File: src/rtl/hazard_tracker.sv
// Data-hazard tracker for a 5-stage pipeline: follows in-flight writers through E/M/W
// using Tnew/Tuse timing and produces the stall request and per-operand forwarding selects.
module hazard_tracker (
    input  logic        Clk,
    input  logic        Reset,
    input  logic [4:0]  D_Rs_In,
    input  logic [4:0]  D_Rt_In,
    input  logic        D_Use_Rs_In,
    input  logic        D_Use_Rt_In,
    input  logic [1:0]  D_Tuse_Rs_In,
    input  logic [1:0]  D_Tuse_Rt_In,
    input  logic [1:0]  D_Tnew_In,
    input  logic [4:0]  D_Wr_Addr_In,
    input  logic        D_RegWrite_In,
    output logic        Stall_Out,
    output logic [1:0]  Fwd_Rs_Out,
    output logic [1:0]  Fwd_Rt_Out,
    output logic [15:0] Stall_Count_Out
);

    typedef struct packed {
        logic       valid;
        logic [4:0] addr;
        logic [1:0] tnew;
    } entry_t;

    entry_t     e_q;
    entry_t     m_q;
    entry_t     w_q;
    logic [2:0] rs_res;
    logic [2:0] rt_res;

    function automatic logic [1:0] dec_tnew(input logic [1:0] t);
        return (t == 2'd0) ? 2'd0 : t - 2'd1;
    endfunction

    function automatic logic hit(input entry_t x, input logic rd_en, input logic [4:0] r);
        return x.valid && rd_en && (r != 5'd0) && (x.addr == r);
    endfunction

    // Result is {blocked, fwd_sel}; only the nearest matching stage decides, so a
    // younger writer still computing hides an older one that could have forwarded.
    function automatic logic [2:0] resolve(input logic rd_en, input logic [4:0] r,
                                           input logic [1:0] tuse, input entry_t e,
                                           input entry_t m, input entry_t w);
        logic [2:0] res;
        res = 3'b000;
        if (hit(e, rd_en, r)) begin
            res = {e.tnew > tuse, (e.tnew == 2'd0) ? 2'd1 : 2'd0};
        end else if (hit(m, rd_en, r)) begin
            res = {m.tnew > tuse, (m.tnew == 2'd0) ? 2'd2 : 2'd0};
        end else if (hit(w, rd_en, r)) begin
            res = {w.tnew > tuse, (w.tnew == 2'd0) ? 2'd3 : 2'd0};
        end
        return res;
    endfunction

    always_comb begin
        rs_res = resolve(D_Use_Rs_In, D_Rs_In, D_Tuse_Rs_In, e_q, m_q, w_q);
        rt_res = resolve(D_Use_Rt_In, D_Rt_In, D_Tuse_Rt_In, e_q, m_q, w_q);
    end

    assign Stall_Out  = rs_res[2] | rt_res[2];
    assign Fwd_Rs_Out = rs_res[1:0];
    assign Fwd_Rt_Out = rt_res[1:0];

    always_ff @(posedge Clk) begin
        if (Reset) begin
            e_q             <= '0;
            m_q             <= '0;
            w_q             <= '0;
            Stall_Count_Out <= 16'd0;
        end else begin
            if (Stall_Out) begin
                e_q <= '0;
            end else begin
                e_q <= {D_RegWrite_In && (D_Wr_Addr_In != 5'd0), D_Wr_Addr_In, D_Tnew_In};
            end
            // M and W advance even while D is frozen, which is what releases a stall.
            m_q <= {e_q.valid, e_q.addr, dec_tnew(e_q.tnew)};
            w_q <= {m_q.valid, m_q.addr, dec_tnew(m_q.tnew)};
            if (Stall_Out && (Stall_Count_Out != 16'hFFFF)) begin
                Stall_Count_Out <= Stall_Count_Out + 16'd1;
            end
        end
    end

endmodule

File: config.mk
export PLATFORM = sky130hd
export DESIGN_NAME = hazard_tracker
export DESIGN_NICKNAME = d
export VERILOG_FILES = /design/src/rtl/hazard_tracker.sv
export SDC_FILE = /design/constraint.sdc
export NUM_CORES = 1
export LEC_CHECK = 0
export CAP_MARGIN = 0
export CORE_MARGIN = 2
export CORE_UTILIZATION = 35
export CTS_CLUSTER_DIAMETER = 60
export DETAILED_ROUTE_END_ITERATION = 8
export PLACE_DENSITY = 0.58
export SLEW_MARGIN = 20
export SYNTH_ARGS = -nofsm -noshare
export SYNTH_HDL_FRONTEND = slang
export SYNTH_SLANG_ARGS = --single-unit
File: constraint.sdc
create_clock -name Clk -period 2.65 [get_ports Clk]
set_clock_uncertainty 0.05 [all_clocks]
set_input_delay 0.6625 -clock Clk [delete_from_list [all_inputs] [get_ports Clk]]
set_output_delay 0.6625 -clock Clk [all_outputs]
set_load 0.02 [all_outputs]
# Word-level counts from Yosys, hierarchy flattened
# Index checks and enable logic that the tools add are counted.
# totals
regBits	40
wordCells	65
# classes
order_cmp	6
n_addsub	3
bitwise	1
n_reduce_logical	29
muxes	9
n_eq_ne	7
# ops
op	n
$eq A5 B5 Y1	6
$logic_and A1 B1 Y1	20
$mux W3	6
$add A16 B1 Y16 const B	1
$ne A16 B16 Y1 const B	1
$reduce_bool A5 Y1	3
$gt A2 B2 Y1	6
$logic_not A2 Y1	3
$reduce_or A2 Y1	3
$mux W2	2
$sub A2 B1 Y2 const B	2
$mux W1	1
$or A1 B1 Y1	1

# Logic depth before layout (Yosys ltp)
# depth
word_depth	8
ltp_mapped	11

# Least setup slack after synthesis
# Ideal clock, no wire load.
# synth_timing
path_type	input-to-output
from	in D_Rt_In[0]
to	out Stall_Out
required_time_ns	1.938
path_stages	7
arrival_time_ns	2.121
slack_ns	-0.183
cell_sequence	or4_1 -> o21ai_2 -> o21bai_1 -> o32a_1 -> o221a_4 -> buf_6 -> inv_1
# synth_via
elab_chain_cells	7
elab_cells_between_ends	14
classes_between	3 x eq/ne; 3 x mux; 1 x bitwise; 7 x reduce/logical
# synth_lines
element	line_no	text
start: declaration	7	input logic [4:0] D_Rt_In,
$reduce_bool A5 Y1	38	return x.valid && rd_en && (r != 5'd0) && (x.addr == r);
$logic_and A1 B1 Y1 (2 in series)	38	
$mux W3	52	end else if (hit(w, rd_en, r)) begin
$mux W3	50	end else if (hit(m, rd_en, r)) begin
$mux W3 (*)	48	if (hit(e, rd_en, r)) begin
$or A1 B1 Y1 (*)	63	assign Stall_Out = rs_res[2] | rt_res[2];
end: declaration	15	output logic Stall_Out,
# Mark *: on every way between the ends. The rest lies on a longest branch, timed or not.

# Worst setup path in the final report
# layout_timing
from	in D_Rt_In[1]
to	out Stall_Out
# Same word-level chain as after synthesis.

==> results.toml <==
[synth]
synth_seq_area_share_pct = 34.8
avgSynthCellArea_um2 = 8.84
synth_edf_count = 0
synthArstFlopShare_pct = 0
synthFlopType = "dfxtp_1"
yosysUniqueCellTypes = 43
synthTopCellsByArea = "dfxtp_1, ha_1, xnor2_1"
yosys_warnings = 0
syn_area_um2 = 2300
netlist.area_leader.share_pct = 34.8
netlist_instances = 260
synth_top_cell_by_area = "dfxtp_1"
synth.net_count = 301
ys_ff_latch = 40
synth_commonest_cells = "dfxtp_1, a21oi_1, xnor2_1"
yosysMostFrequentCell = "dfxtp_1"

[critical_path]
cp_data_required_time_ps = 1940
crit_arrival_ps = 2170
path_cells = "buf_6 > or4_4 > o21ai_4 > o21bai_4 > o32a_1 > o221a_4 > inv_4 > buf_6"
path_class = "in2out"
cp_common_cell = "buf_6"
cp-start-kind = "primary input"
cp_max_fo = 2
cpPeakStageDelay_ps = 540
worstSetupEndpointType = "primary output"
cpMaxStageDelayCell = "or4_4"

[finish]
syn2layout_area_growth_pct = 53.2
finish.utilization_pct = 55.5
antennaDiodeCount = 0
drive_gt1_share_pct = 32.9
final_area_um2 = 3520
final_cells = 427
nets = 391

[clocking]
cts_sinks = 40
cts_buffers = 5
clock_latency_ps = 290
cts_htree_levels = 2
path_clk_slew_ps = 70
cts_buffer_depth = 2
cts_tree = "yes"
hold_buffers = 0
clock-root-buffer = "clkbuf_8"

[timing]
fin_crit_sh_pct = 109
hold_violations = 0
rsz0062_at_grt = "yes"
max_freq_ghz = 0.347
finalCriticalPeriod_ps = 2880
relSlewSlack_pct = 67.4
fin_tns_setup_ps = -1550
worstMarginPinSlew_ps = 488
setup_viol = 18
hold_slack_ps = 371
fin_ws_ps = -230
drv_slew = 0

[die]
die_y_um = 85.0
ios = 47
dieArea_um2 = 7230
initial_utilization_pct = 36.2
core-area_um2 = 6350
fp-row-count = 29
die_x_um = 85.0

[power]
peakVddDrop_mv = 0.176
swShare_pct = 27.3
combPwrFrac_pct = 20.7
p_int_mw = 0.949
clkPwrFrac_pct = 30.5
power.total_mw = 1.31
p_leak_nw = 1.38
p_switching_mw = 0.356
power_frac_seq_pct = 48.8
p_per_area_nw_per_um2 = 371

[routing]
drc_errors = 0
vias_per_cell = 5.15
wl_per_cell_um = 14.9
wirelength_um = 6340
ant_nets = 0
routed-via-count = 2201
dr.pass1.iters = 6
drt-initial-drc-count = 78

[place]
io_buffers = 46
placed_cell_area_um2 = 3070
dp_cells = 407
dp.final_hpwl_um = 4450
post-place-ws_ps = -1100
place_congestion = 0.827

[grt]
grt_pass1_vias = 2168
grt_max_degree = 37
grt_pass1_wl_um = 10200
grt_antenna_before_repair = 0
track_usage_pct = 17.8
grt_overflow_total = 0

[min_path]
hp-class = "reg2reg"

[outcome]
status = "finished with violations"
violations = "negative setup slack"

[job]
drv_cap = 0
state kept, by name, summed over array words and instances (netlist names):
name / count
e_q: 8
m_q: 8
w_q: 8
Stall_Count_Out: 16
power groups by stage:
stage | Combinational, mW | Sequential, mW | Clock, mW
6_report | 0.270 | 0.636 | 0.398
3_5_place_dp | 0.210 | 0.646 | 0
4_1_cts | 0.248 | 0.635 | 0.413
3_3_place_gp | 0.207 | 0.646 | 0
2_1_floorplan | 0.102 | 0.643 | 0
5_1_grt | 0.292 | 0.639 | 0.436
logic make-up (layout without fill, tap and decap cells):
kind of cell | Yosys count | count (layout) | synth area share [%]
simple gates | 95 | 95 | 23.9
buf+inv | 26 | 116 | 4.79
xor+xnor | 30 | 30 | 11.4
fa+ha+maj | 15 | 15 | 8.17
mux | 3 | 3 | 1.42
flops | 40 | 40 | 34.8
compound gates | 51 | 51 | 15.5
cell usage in the layout (no fill, tap or decap), types with 3 or more instances in the layout:
master           synthesis  layout
nand4_1                  5       5
ha_1                    15      12
a21oi_1                 19      16
and3_1                  12      12
nor2_1                   9       6
o31ai_1                 11      11
xnor2_2                  0       5
buf_4                    0      46
dfxtp_1                 40      38
xnor2_1                 19      13
o21ai_0                  5       3
nand2_1                 10       9
a21oi_2                  0       3
nor2b_1                 18      16
or4_1                   14      12
xor2_1                  11      10
nand3_1                 11       9
ha_4                     0       3
buf_6                    1      14
inv_1                   14      11
buf_2                    4       3
clkdlybuf4s50_1          0      26
clkbuf_8                 0       5
nor3_1                   7       6
metal layers:
metal | track usage, % | vias up | wire (um)
li1 | - | 1125 | -
met4 | 3.03 | 0 | 44
met5 | 0 | - | 0
met1 | 23.5 | 1029 | 3050
met3 | 4.57 | 5 | 261
met2 | 29.8 | 42 | 2980
final timing paths:
kind                                  from             endpoint  slack, ps  cells past startpoint
worst max-delay path            D_Rt_In[1]            Stall_Out       -230                      8
worst min-delay path                m_q[0]               w_q[0]        370                      1
worst max register to register      e_q[6]  Stall_Count_Out[10]         20                      9
worst min register to register      m_q[0]               w_q[0]        370                      1
layout make-up:
cell class                 instances  area [um^2]
clock buffer                       5         68.8
clock inverter                     2         12.5
tap                               77         96.3
timing repair buffer              95          855
sequential                        40          803
inverter                          14         55.1
multi-input combinational        194         1630
fill                             592         2830
repair_timing:
item | in CTS | in global routing
resized for setup | 124 | 21
setup buffers | 12 | 5
setup endpoints to repair | 28 | 22
pin swaps | 31 | 17
worst max-delay path: cells and delay by family:
family / cells / cell delay (ps)
AND/OR/NAND/NOR: 1 / 540
AO/OA/AOI/OAI: 4 / 710
buffers and inverters: 3 / 260
No activity file was read; power rests on OpenSTA's default activity.
